$ cat config.mk
export PLATFORM = sky130hd
export DESIGN_NAME = zed80_uart_tx
export DESIGN_NICKNAME = d
export VERILOG_FILES = /design/src/rtl/zed80_uart_pkg.sv /design/src/rtl/zed80_uart_fifo.sv /design/src/rtl/zed80_uart_tx.sv
export SDC_FILE = /design/constraint.sdc
export NUM_CORES = 1
export LEC_CHECK = 0
export ABC_CLOCK_PERIOD_IN_PS = 3800
export BUFFER_PORTS_ARGS = -buffer_cell sky130_fd_sc_hd__buf_2
export CELL_PAD_IN_SITES_DETAIL_PLACEMENT = 0
export CELL_PAD_IN_SITES_GLOBAL_PLACEMENT = 2
export CORE_MARGIN = 8
export CORE_UTILIZATION = 45
export CTS_BUF_LIST = sky130_fd_sc_hd__clkbuf_8
export DETAILED_ROUTE_END_ITERATION = 8
export PLACE_DENSITY_LB_ADDON = 0.1
export REMOVE_ABC_BUFFERS = 1
export SLEW_MARGIN = 20
export SYNTH_ARGS = -nofsm -noshare
export SYNTH_HDL_FRONTEND = slang
export SYNTH_SLANG_ARGS = --single-unit
$ cat constraint.sdc
create_clock -name clk29 -period 3.8 [get_ports clk29]
set_input_delay 0.76 -clock clk29 [delete_from_list [all_inputs] [get_ports clk29]]
set_output_delay 0.76 -clock clk29 [all_outputs]
set_load 0.03 [all_outputs]
$ cat src/rtl/zed80_uart_pkg.sv
// Shared FSM encoding, line level and baud divisor helper for the zed80 UART transmitter.
package zed80_uart_pkg;

    typedef enum logic [2:0] {
        StIdle,
        StStart,
        StData,
        StParity,
        StStop
    } uart_state_e;

    localparam logic LineIdle = 1'b1;

    function automatic int unsigned calc_div(input int unsigned clk_hz, input int unsigned baud);
        return clk_hz / baud;
    endfunction

endpackage

$ cat src/rtl/zed80_uart_fifo.sv
// Synchronous byte FIFO for the zed80 UART: head entry read combinationally, async-reset pointers.
module zed80_uart_fifo
    import zed80_uart_pkg::*;
#(
    parameter int unsigned Depth = 16,
    parameter int unsigned Width = 8
) (
    input  logic                     clk_i,
    input  logic                     rst_i,
    input  logic                     push_i,
    input  logic [Width-1:0]         wdata_i,
    input  logic                     pop_i,
    output logic [Width-1:0]         rdata_o,
    output logic [$clog2(Depth):0]   count_o,
    output logic                     full_o,
    output logic                     empty_o
);

    localparam int unsigned AW = $clog2(Depth);
    localparam logic [AW:0] FullCount = Depth[AW:0];

    logic [Width-1:0] mem_q [Depth];
    logic [AW:0]      wr_ptr_q, rd_ptr_q;
    logic             push_en, pop_en;

    // Extra pointer bit distinguishes full from empty.
    assign count_o = wr_ptr_q - rd_ptr_q;
    assign full_o  = (count_o == FullCount);
    assign empty_o = (count_o == '0);
    assign push_en = push_i & ~full_o;
    assign pop_en  = pop_i & ~empty_o;
    assign rdata_o = mem_q[rd_ptr_q[AW-1:0]];

    always_ff @(posedge clk_i or posedge rst_i) begin
        if (rst_i) begin
            wr_ptr_q <= '0;
            rd_ptr_q <= '0;
        end else begin
            if (push_en) wr_ptr_q <= wr_ptr_q + 1'b1;
            if (pop_en)  rd_ptr_q <= rd_ptr_q + 1'b1;
        end
    end

    always_ff @(posedge clk_i) begin
        if (push_en) mem_q[wr_ptr_q[AW-1:0]] <= wdata_i;
    end

endmodule

$ cat src/rtl/zed80_uart_tx.sv
// zed80 UART transmitter: FIFO-buffered 8N1 serial source with nCTS flow control.
// Define UART_TX_PARITY_EN to insert an even-parity bit after bit7 (8E1 frames).
module zed80_uart_tx
    import zed80_uart_pkg::*;
#(
    parameter int unsigned CLK_HZ     = 29491200,
    parameter int unsigned BAUD       = 115200,
    parameter int unsigned FIFO_DEPTH = 16
) (
    input  logic                            clk29,
    input  logic                            areset,
    input  logic [7:0]                      tx_data,
    input  logic                            tx_valid,
    output logic                            tx_ready,
    input  logic                            nCTS,
    output logic                            UART_TX,
    output logic                            tx_busy,
    output logic [$clog2(FIFO_DEPTH):0]     fifo_count
);

    localparam int unsigned Div  = calc_div(CLK_HZ, BAUD);
    localparam int unsigned CntW = (Div > 1) ? $clog2(Div) : 1;
    localparam logic [CntW-1:0] BaudLast = CntW'(Div - 1);

    logic [1:0]      cts_sync_q;
    logic            cts_ok;
    uart_state_e     state_q, state_d;
    logic [CntW-1:0] baud_q, baud_d;
    logic [2:0]      bit_q, bit_d;
    logic [7:0]      shift_q, shift_d;
    logic            tx_q, tx_d;
    logic            fifo_pop, fifo_empty, fifo_full;
    logic [7:0]      fifo_rdata;
    logic            start_ok, bit_end;
`ifdef UART_TX_PARITY_EN
    logic            parity_q, parity_d;
`endif

    zed80_uart_fifo #(
        .Depth (FIFO_DEPTH),
        .Width (8)
    ) u_fifo (
        .clk_i   (clk29),
        .rst_i   (areset),
        .push_i  (tx_valid),
        .wdata_i (tx_data),
        .pop_i   (fifo_pop),
        .rdata_o (fifo_rdata),
        .count_o (fifo_count),
        .full_o  (fifo_full),
        .empty_o (fifo_empty)
    );

    // Reset to "not clear" so nothing starts until nCTS is seen low twice.
    always_ff @(posedge clk29 or posedge areset) begin
        if (areset) cts_sync_q <= 2'b11;
        else        cts_sync_q <= {cts_sync_q[0], nCTS};
    end

    assign cts_ok   = ~cts_sync_q[1];
    assign start_ok = ~fifo_empty & cts_ok;
    assign bit_end  = (baud_q == BaudLast);

    always_comb begin
        state_d  = state_q;
        baud_d   = baud_q + CntW'(1);
        bit_d    = bit_q;
        shift_d  = shift_q;
        tx_d     = tx_q;
        fifo_pop = 1'b0;
`ifdef UART_TX_PARITY_EN
        parity_d = parity_q;
`endif
        unique case (state_q)
            StIdle: begin
                baud_d = '0;
                tx_d   = LineIdle;
                if (start_ok) fifo_pop = 1'b1;
            end
            StStart: begin
                if (bit_end) begin
                    state_d = StData;
                    baud_d  = '0;
                    bit_d   = '0;
                    tx_d    = shift_q[0];
                end
            end
            StData: begin
                if (bit_end) begin
                    baud_d = '0;
                    if (bit_q == 3'd7) begin
`ifdef UART_TX_PARITY_EN
                        state_d = StParity;
                        tx_d    = parity_q;
`else
                        state_d = StStop;
                        tx_d    = LineIdle;
`endif
                    end else begin
                        bit_d   = bit_q + 3'd1;
                        shift_d = {1'b0, shift_q[7:1]};
                        tx_d    = shift_q[1];
                    end
                end
            end
`ifdef UART_TX_PARITY_EN
            StParity: begin
                if (bit_end) begin
                    state_d = StStop;
                    baud_d  = '0;
                    tx_d    = LineIdle;
                end
            end
`endif
            StStop: begin
                if (bit_end) begin
                    if (start_ok) begin
                        fifo_pop = 1'b1;
                    end else begin
                        state_d = StIdle;
                        baud_d  = '0;
                        tx_d    = LineIdle;
                    end
                end
            end
            default: begin
                state_d = StIdle;
                baud_d  = '0;
                tx_d    = LineIdle;
            end
        endcase

        // A pop always launches a frame, whether from IDLE or straight out of STOP.
        if (fifo_pop) begin
            state_d = StStart;
            baud_d  = '0;
            bit_d   = '0;
            shift_d = fifo_rdata;
            tx_d    = 1'b0;
`ifdef UART_TX_PARITY_EN
            parity_d = ^fifo_rdata;
`endif
        end
    end

    always_ff @(posedge clk29 or posedge areset) begin
        if (areset) begin
            state_q <= StIdle;
            baud_q  <= '0;
            bit_q   <= '0;
            shift_q <= '0;
            tx_q    <= LineIdle;
        end else begin
            state_q <= state_d;
            baud_q  <= baud_d;
            bit_q   <= bit_d;
            shift_q <= shift_d;
            tx_q    <= tx_d;
        end
    end

`ifdef UART_TX_PARITY_EN
    always_ff @(posedge clk29 or posedge areset) begin
        if (areset) parity_q <= 1'b0;
        else        parity_q <= parity_d;
    end
`endif

    assign tx_ready = ~fifo_full;
    assign UART_TX  = tx_q;
    assign tx_busy  = (state_q != StIdle);

endmodule

==> results of run 1 <==
## cell usage in the layout (no fill, tap or decap), types with 8 or more instances in the layout
master and instances:
sky130_fd_sc_hd__a22o_1 14, sky130_fd_sc_hd__xor2_1 12, sky130_fd_sc_hd__nand3_1 9, sky130_fd_sc_hd__buf_2 19, sky130_fd_sc_hd__nor2_1 22, sky130_fd_sc_hd__ha_1 12, sky130_fd_sc_hd__a21oi_1 11, sky130_fd_sc_hd__and3_1 8
sky130_fd_sc_hd__edfxtp_1 128, sky130_fd_sc_hd__mux4_2 32, sky130_fd_sc_hd__dfrtp_1 31, sky130_fd_sc_hd__nand2_1 8, sky130_fd_sc_hd__inv_1 12, sky130_fd_sc_hd__clkbuf_8 17
## per-layer routing
layer | vias up | wire (um)
met2 | 59 | 6330
met5 | - | 0
met3 | 14 | 475
met4 | 0 | 124
met1 | 1787 | 6570
li1 | 1639 | -
## kinds of logic (layout without fill, tap and decap cells)
group | count (synthesis) | after routing
flip-flops | 163 | 163
AND/OR/NAND/NOR | 81 | 81
AO/OA/AOI/OAI | 55 | 55
multiplexers | 37 | 37
buffers and inverters | 33 | 70
XOR/XNOR | 19 | 19
adder cells (fa/ha/maj) | 13 | 13
## final cells by class
class	count	area [um2]	share of cell area
Clock buffer	17	234	0.0309
Clock inverter	14	155	0.0205
Inverter	12	45.0	0.00595
Multi-Input combinational cell	205	2020	0.267
Sequential cell	163	4720	0.624
Tap cell	188	235	0.0311
Timing Repair Buffer	27	159	0.0210
## power breakdown
group | leakage (nW) | switching, W | internal [W]
Sequential | 1.60 | 0.000174 | 0.00220
Clock | 0.192 | 0.000647 | 0.000588
Combinational | 0.924 | 0.00141 | 0.000943
## through the flow
step	instances	power, W	setup slack [ns]	area (um2)
3_5_place_dp	594	0.00479	0.436	7170
4_1_cts	625	0.00603	0.0747	7560
3_3_place_gp	594	0.00479	0.462	7170
5_1_grt	626	0.00634	0.0751	7570
2_1_floorplan	380	0.00406	-1.10	6790
6_report	626	0.00597	0.222	7570
## state kept, by name (all words and copies together) (netlist names)
| signal | flops |
|---|---|
| u_fifo.rd_ptr_q | 5 |
| baud_q | 8 |
| u_fifo.mem_q | 128 |
| shift_q | 8 |
| UART_TX | 1 |
| cts_sync_q | 2 |
| u_fifo.wr_ptr_q | 5 |
| state_q | 3 |
| bit_q | 3 |
## worst register-to-register path, cell delays in order (launching register included)
cell	delay [ns]
sky130_fd_sc_hd__dfrtp_1	0.41
sky130_fd_sc_hd__inv_1	0.13
sky130_fd_sc_hd__ha_1	0.23
sky130_fd_sc_hd__fa_1	0.43
sky130_fd_sc_hd__nand2b_1	0.17
sky130_fd_sc_hd__a21oi_1	0.17
sky130_fd_sc_hd__xor2_1	0.20
sky130_fd_sc_hd__inv_1	0.14
sky130_fd_sc_hd__a21boi_2	0.59
sky130_fd_sc_hd__and4_1	0.56
## what timing repair did
item,4_1_cts,5_1_grt
endpoints found under the setup margin,0,1
resized for setup,0,1
setup buffers,0,1
## worst max-delay path by stage
stage | from | endpoint | cells after the start
floorplan | u_fifo.rd_ptr_q[0]$_DFFE_PP0P_ | u_fifo.mem_q[0][0]$_DFFE_PP_ | 8
global placement | u_fifo.wr_ptr_q[0]$_DFFE_PP0P_ | u_fifo.mem_q[1][1]$_DFFE_PP_ | 9
detailed placement | u_fifo.wr_ptr_q[0]$_DFFE_PP0P_ | u_fifo.mem_q[14][1]$_DFFE_PP_ | 9
CTS | u_fifo.wr_ptr_q[0]$_DFFE_PP0P_ | tx_ready | 9
global route | u_fifo.wr_ptr_q[0]$_DFFE_PP0P_ | tx_ready | 9
finish | u_fifo.wr_ptr_q[0]$_DFFE_PP0P_ | tx_ready | 9
==> flow_results.xml, run 1 <==
<?xml version="1.0" encoding="UTF-8"?>
<metrics>
  <group name="status">
    <metric name="outcome" unit="">finished clean</metric>
  </group>
  <group name="route">
    <metric name="detail_route.iter0.violations" unit="">241</metric>
    <metric name="via_per_inst" unit="">5.59</metric>
    <metric name="ant_nets" unit="">0</metric>
    <metric name="totalWireLength" unit="um">13500</metric>
    <metric name="remaining_drc_errors" unit="">0</metric>
    <metric name="total_number_of_vias" unit="">3499</metric>
    <metric name="routedWlPerCell" unit="um">21.6</metric>
    <metric name="drt_first_pass_iters" unit="">4</metric>
  </group>
  <group name="critical_path">
    <metric name="startpoint_type" unit="">flop</metric>
    <metric name="critical_path.reg2reg.endpoint" unit="">u_fifo.mem_q[14][4]$_DFFE_PP_</metric>
    <metric name="crit_path_cell_trace" unit="">inv_1, ha_1, fa_1, inv_1, or3_1, o31ai_4, buf_6, nand2_1, buf_2</metric>
    <metric name="critPathMaxStageDelay" unit="ns">0.51</metric>
    <metric name="worst_path_max_delay_cell" unit="">sky130_fd_sc_hd__fa_1</metric>
    <metric name="buf_inv_stages_crit_path" unit="">4</metric>
    <metric name="worstSetupPathType" unit="">flop to primary output</metric>
    <metric name="cpMostUsedCell" unit="">sky130_fd_sc_hd__inv_1</metric>
    <metric name="required_time_at_the_worst_slack_endpoint" unit="ns">3.04</metric>
    <metric name="path_max_fanout" unit="">4</metric>
    <metric name="worst-endpoint-arrival" unit="ns">2.82</metric>
    <metric name="timing.reg2reg.setup_slack" unit="ns">0.43</metric>
    <metric name="cpLargestDelayFamily" unit="">adder cells</metric>
    <metric name="worst_r2r_startpoint" unit="">u_fifo.wr_ptr_q[0]$_DFFE_PP0P_</metric>
    <metric name="critPathCaptureType" unit="">primary output</metric>
    <metric name="r2r.worst_path.cells" unit="">9</metric>
  </group>
  <group name="logic_synthesis">
    <metric name="post_synth_num_cell_types" unit="">49</metric>
    <metric name="postSynthCellCount" unit="">401</metric>
    <metric name="fraction_of_the_mapped_netlist_area_in_compound_gates" unit="">0.0642</metric>
    <metric name="synth.area.top_cells" unit="">sky130_fd_sc_hd__edfxtp_1 (56%), sky130_fd_sc_hd__dfrtp_1 (12%), sky130_fd_sc_hd__mux4_2 (10%)</metric>
    <metric name="yosysWarnings" unit="">0</metric>
    <metric name="post_synth_mux_area_share" unit="">0.112</metric>
    <metric name="synth_edf_count" unit="">128</metric>
    <metric name="asyncSetResetFlopFracSynth" unit="">0.215</metric>
    <metric name="yosys.area_share.simple" unit="">0.0663</metric>
    <metric name="yosysSeqAreaShare" unit="">0.684</metric>
    <metric name="netlist.top_cell.by_area" unit="">sky130_fd_sc_hd__edfxtp_1</metric>
    <metric name="synth.cell_area" unit="um2">6900</metric>
    <metric name="synth_area_per_cell" unit="um2">17.2</metric>
    <metric name="synth-seq-cells" unit="">163</metric>
    <metric name="synth_flop_cell" unit="">sky130_fd_sc_hd__edfxtp_1</metric>
    <metric name="synthTopCellsByCount" unit="">sky130_fd_sc_hd__edfxtp_1 (128), sky130_fd_sc_hd__dfrtp_1 (32), sky130_fd_sc_hd__mux4_2 (32)</metric>
    <metric name="main_combinational_cell_family_by_area_after_synthesis" unit="">multiplexers</metric>
    <metric name="synth_most_common_cell" unit="">sky130_fd_sc_hd__edfxtp_1</metric>
    <metric name="post_synth_xor_area_fraction" unit="">0.0252</metric>
    <metric name="synth_adder_area_share" unit="">0.0247</metric>
    <metric name="synth_top_area_share" unit="">0.557</metric>
  </group>
  <group name="power">
    <metric name="power_leakage" unit="nW">2.71</metric>
    <metric name="maximum_vdd_ir_drop" unit="mV">0.902</metric>
    <metric name="cellPowerDensity" unit="nW/um2">788</metric>
  </group>
  <group name="sta">
    <metric name="final.period_utilization" unit="">0.942</metric>
    <metric name="setup_tns" unit="ns">0</metric>
    <metric name="timing.final.max_slew_violations" unit="">0</metric>
    <metric name="fmax" unit="GHz">0.280</metric>
    <metric name="final_period_minus_worst_setup_slack" unit="ns">3.58</metric>
    <metric name="finalHoldViolations" unit="">0</metric>
    <metric name="final-setup-viol-count" unit="">0</metric>
    <metric name="tightest_slew" unit="ns">0.759</metric>
    <metric name="rsz0062_at_grt" unit="">false</metric>
    <metric name="fin_worst_skew" unit="ns">0.00887</metric>
    <metric name="hold_ws" unit="ns">0.354</metric>
    <metric name="timing.max_slew.rel_slack" unit="">0.493</metric>
  </group>
  <group name="clock_network">
    <metric name="cts-root-to-sink-buffers" unit="">2</metric>
    <metric name="clk_pin_slew_worst_paths" unit="ns">0.08</metric>
    <metric name="cts_num_sinks" unit="">163</metric>
    <metric name="numCtsBuffers" unit="">17</metric>
    <metric name="tritoncts_clock_tree" unit="">built</metric>
    <metric name="clk_root_buffer_cell" unit="">sky130_fd_sc_hd__clkbuf_8</metric>
    <metric name="later_pin_clock_latency_in_the_skew_report" unit="ns">0.46</metric>
    <metric name="postCtsHoldBufs" unit="">0</metric>
    <metric name="htreeDepth" unit="">4</metric>
  </group>
  <group name="layout">
    <metric name="area_growth" unit="%">9.68</metric>
    <metric name="fill_cells" unit="">1295</metric>
    <metric name="share_of_final_layout_standard_cells_stronger_than_drive_strength_1" unit="">0.235</metric>
    <metric name="nets" unit="">451</metric>
    <metric name="n_antenna_cell" unit="">0</metric>
    <metric name="fin_util" unit="">0.502</metric>
  </group>
  <group name="worst_hold_path">
    <metric name="worst_hold_path_type" unit="">input port to asynchronous set/reset pin</metric>
  </group>
  <group name="grt">
    <metric name="use_met1" unit="">0.202</metric>
    <metric name="met3_usage" unit="">0.0383</metric>
    <metric name="grt_most_used_layer" unit="">met2</metric>
    <metric name="met2_capacity_usage_during_global_routing" unit="">0.224</metric>
    <metric name="grt_pass1_wl" unit="um">21500</metric>
    <metric name="grt_pass1_vias" unit="">3632</metric>
    <metric name="gr-total-overflow" unit="">0</metric>
    <metric name="maximum_number_of_pins_on_one_net_before_global_route_repair" unit="">37</metric>
    <metric name="grt.total_usage" unit="">0.147</metric>
    <metric name="antenna_found_initial" unit="">0</metric>
  </group>
  <group name="floorplanning">
    <metric name="initial_core_util" unit="">0.457</metric>
    <metric name="fp.dieH" unit="um">140</metric>
    <metric name="die_area" unit="um2">19600</metric>
    <metric name="placementRows" unit="">45</metric>
    <metric name="design.core.area" unit="um2">15100</metric>
    <metric name="io_pins" unit="">20</metric>
    <metric name="die_width" unit="um">140</metric>
  </group>
  <group name="placement">
    <metric name="io_buffers" unit="">19</metric>
    <metric name="gp_congestion" unit="">0.735</metric>
    <metric name="place.detailed.hpwl" unit="um">9150</metric>
  </group>
  <group name="run">
    <metric name="maxCapViolCount" unit="">0</metric>
  </group>
</metrics>
Power figures use the tool's default switching activity.
==> run 2, diff against run 1 <==
ABC_CLOCK_PERIOD_IN_PS = 4650   (was 3800)
HOLD_SLACK_MARGIN = 0.05   (was not set)
clock period = 4.65 ns   (was 3.8 ns; I/O delays follow)
==> run 2 against run 1 <==
Compared with the run above:
- worst hold slack better by 0.019 ns
- design area fell by 0.40%
- flip-flop and latch count stayed put
- combinational power is 19% lower
- clock power down 20%
- critical path depth shrank 1
- via count is 1.7% higher
- worst setup slack improved by 0.46 ns
- first-iteration DRC count rose by 16%
- register-to-register slack improved by 0.65 ns
- sequential share of layout area grew 0.25 points
- wire length rose by 5.7%
==> flow_results.xml, run 2 (synthesis gave the netlist of run 1 again) <==
<?xml version="1.0" encoding="UTF-8"?>
<metrics>
  <group name="run">
    <metric name="maxCapViolCount" unit="">0</metric>
  </group>
  <group name="placement">
    <metric name="placement.cell_area" unit="um2">7160</metric>
    <metric name="place.detailed.hpwl" unit="um">9180</metric>
    <metric name="io_buffers" unit="">19</metric>
    <metric name="gp_congestion" unit="">0.731</metric>
  </group>
  <group name="clock_network">
    <metric name="numCtsBuffers" unit="">17</metric>
    <metric name="tritoncts_clock_tree" unit="">built</metric>
    <metric name="later_pin_clock_latency_in_the_skew_report" unit="ns">0.46</metric>
    <metric name="htreeDepth" unit="">4</metric>
    <metric name="clk_root_buffer_cell" unit="">sky130_fd_sc_hd__clkbuf_8</metric>
    <metric name="cts_num_sinks" unit="">163</metric>
    <metric name="cts.repair.resized" unit="">0</metric>
    <metric name="post-cts-setup-buffer-count" unit="">0</metric>
    <metric name="cts-root-to-sink-buffers" unit="">2</metric>
    <metric name="postCtsHoldBufs" unit="">0</metric>
    <metric name="clk_pin_slew_worst_paths" unit="ns">0.09</metric>
  </group>
  <group name="layout">
    <metric name="largest_register_ff_count" unit="">128</metric>
    <metric name="layout.cells.most_common_list" unit="">sky130_fd_sc_hd__edfxtp_1 (128), sky130_fd_sc_hd__mux4_2 (32), sky130_fd_sc_hd__dfrtp_1 (31)</metric>
    <metric name="nets" unit="">449</metric>
    <metric name="share_of_final_layout_standard_cells_stronger_than_drive_strength_1" unit="">0.229</metric>
    <metric name="fill_cells" unit="">1247</metric>
    <metric name="fin_area" unit="um2">7540</metric>
    <metric name="n_antenna_cell" unit="">0</metric>
    <metric name="area_growth" unit="%">9.24</metric>
    <metric name="fin_util" unit="">0.500</metric>
    <metric name="mostFrequentLayoutCell" unit="">sky130_fd_sc_hd__edfxtp_1</metric>
  </group>
  <group name="critical_path">
    <metric name="worstSetupPathType" unit="">flop to primary output</metric>
    <metric name="startpoint_type" unit="">flop</metric>
    <metric name="path_max_fanout" unit="">16</metric>
    <metric name="critPathCaptureType" unit="">primary output</metric>
    <metric name="required_time_at_the_worst_slack_endpoint" unit="ns">3.72</metric>
    <metric name="worst-endpoint-arrival" unit="ns">3.04</metric>
  </group>
  <group name="sta">
    <metric name="tightest_slew" unit="ns">0.824</metric>
    <metric name="hold_ws" unit="ns">0.374</metric>
    <metric name="fmax" unit="GHz">0.252</metric>
    <metric name="final.period_utilization" unit="">0.854</metric>
    <metric name="final-setup-viol-count" unit="">0</metric>
    <metric name="fin_worst_skew" unit="ns">0.0182</metric>
    <metric name="finalHoldViolations" unit="">0</metric>
    <metric name="timing.max_slew.rel_slack" unit="">0.448</metric>
    <metric name="rsz0062_at_grt" unit="">false</metric>
    <metric name="timing.final.max_slew_violations" unit="">0</metric>
    <metric name="final_period_minus_worst_setup_slack" unit="ns">3.97</metric>
  </group>
  <group name="route">
    <metric name="totalWireLength" unit="um">14300</metric>
    <metric name="total_number_of_vias" unit="">3557</metric>
    <metric name="routedWlPerCell" unit="um">22.8</metric>
    <metric name="ant_nets" unit="">0</metric>
    <metric name="via_per_inst" unit="">5.69</metric>
    <metric name="detail_route.iter0.violations" unit="">280</metric>
    <metric name="drt_first_pass_iters" unit="">4</metric>
    <metric name="remaining_drc_errors" unit="">0</metric>
  </group>
  <group name="grt">
    <metric name="maximum_number_of_pins_on_one_net_before_global_route_repair" unit="">37</metric>
    <metric name="gr-total-overflow" unit="">0</metric>
    <metric name="grt.total_usage" unit="">0.153</metric>
    <metric name="grt_pass1_vias" unit="">3605</metric>
    <metric name="grt_pass1_wl" unit="um">22000</metric>
    <metric name="antenna_found_initial" unit="">0</metric>
  </group>
  <group name="floorplanning">
    <metric name="design.core.area" unit="um2">15100</metric>
    <metric name="placementRows" unit="">45</metric>
    <metric name="initial_core_util" unit="">0.457</metric>
    <metric name="die_width" unit="um">140</metric>
    <metric name="io_pins" unit="">20</metric>
    <metric name="fp.dieH" unit="um">140</metric>
    <metric name="die_area" unit="um2">19600</metric>
  </group>
  <group name="worst_hold_path">
    <metric name="worst_hold_path_type" unit="">flop to flop</metric>
  </group>
  <group name="power">
    <metric name="maximum_vdd_ir_drop" unit="mV">0.626</metric>
    <metric name="comb_power_share" unit="">0.394</metric>
    <metric name="cellPowerDensity" unit="nW/um2">644</metric>
    <metric name="part_of_the_power_in_the_clock_network" unit="">0.204</metric>
    <metric name="power_leakage" unit="nW">2.70</metric>
    <metric name="power_switching" unit="W">0.00187</metric>
    <metric name="power" unit="W">0.00486</metric>
    <metric name="seq_power_share" unit="">0.401</metric>
    <metric name="cellInternalPower" unit="W">0.00299</metric>
    <metric name="switch_share" unit="">0.384</metric>
  </group>
  <group name="status">
    <metric name="outcome" unit="">finished clean</metric>
  </group>
</metrics>
[run 2: cell count changes in the layout (fill, tap and decap cells not counted)]
| cell | change |
|---|---|
| sky130_fd_sc_hd__buf_4 | -1 |
| sky130_fd_sc_hd__buf_6 | -1 |
| sky130_fd_sc_hd__bufinv_16 | -1 |
| sky130_fd_sc_hd__clkinv_1 | +2 |
| sky130_fd_sc_hd__clkinv_2 | +1 |
| sky130_fd_sc_hd__clkinv_4 | -2 |
| sky130_fd_sc_hd__clkinvlp_4 | -2 |
| sky130_fd_sc_hd__inv_2 | -1 |
| sky130_fd_sc_hd__inv_6 | +1 |
| sky130_fd_sc_hd__inv_8 | +3 |
[run 2: metal layers]
metal / global-route usage / up-vias / share of wire / wire, um
li1: - / 1638 / - / -
met1: 0.204 / 1826 / 0.45 / 6480
met2: 0.233 / 81 / 0.48 / 6800
met3: 0.0445 / 12 / 0.058 / 832
met4: 0.0583 / 0 / 0.011 / 160
met5: 0 / - / 0 / 0
[run 2: critical path, cell delays in order (launching register included)]
cell and delay (ns):
sky130_fd_sc_hd__dfrtp_1 0.40, sky130_fd_sc_hd__inv_1 0.12, sky130_fd_sc_hd__ha_1 0.22, sky130_fd_sc_hd__fa_1 0.50, sky130_fd_sc_hd__inv_1 0.05, sky130_fd_sc_hd__or3_1 0.41
sky130_fd_sc_hd__o31ai_4 0.55, sky130_fd_sc_hd__nand2_1 0.13, sky130_fd_sc_hd__buf_2 0.20
[run 2: final timing paths]
check / start / endpoint / slack (ns) / depth (start not counted)
min in group asynchronous: areset / u_fifo.wr_ptr_q[1]$_DFFE_PP0P_ / 0.55 / 3
max: u_fifo.wr_ptr_q[0]$_DFFE_PP0P_ / tx_ready / 0.68 / 8
min: cts_sync_q[0]$_DFF_PP1_ / cts_sync_q[1]$_DFF_PP1_ / 0.37 / 0
max in group asynchronous: areset / cts_sync_q[1]$_DFF_PP1_ / 3.71 / 3
min reg2reg: cts_sync_q[0]$_DFF_PP1_ / cts_sync_q[1]$_DFF_PP1_ / 0.37 / 0
max reg2reg: u_fifo.wr_ptr_q[0]$_DFFE_PP0P_ / u_fifo.mem_q[5][3]$_DFFE_PP_ / 1.08 / 10
[run 2: per-stage QoR]
stage                     instances  setup TNS, ns  setup WS (ns)
after CTS                       625              0          0.620
after global placement          593              0           1.18
after floorplan                 380          -2.01         -0.252
final                           625              0          0.678
after detailed placement        593              0           1.10
after global routing            625              0          0.459
[run 2: layout make-up]
type / count / area (um2) / share of cell area
inverter: 12 / 45.0 / 0.00597
tap: 188 / 235 / 0.0312
multi-input combinational: 205 / 2020 / 0.268
clock buffer: 17 / 234 / 0.0310
timing repair buffer: 25 / 140 / 0.0186
clock inverter: 15 / 144 / 0.0191
sequential: 163 / 4720 / 0.627
[run 2: power by group through the flow]
stage	Clock (W)	Combinational, W	Sequential (W)
final	0.000993	0.00192	0.00195
after global routing	0.00107	0.00208	0.00197
after CTS	0.00102	0.00195	0.00195
after detailed placement	0	0.00195	0.00198
after global placement	0	0.00193	0.00197
after floorplan	0	0.00128	0.00203
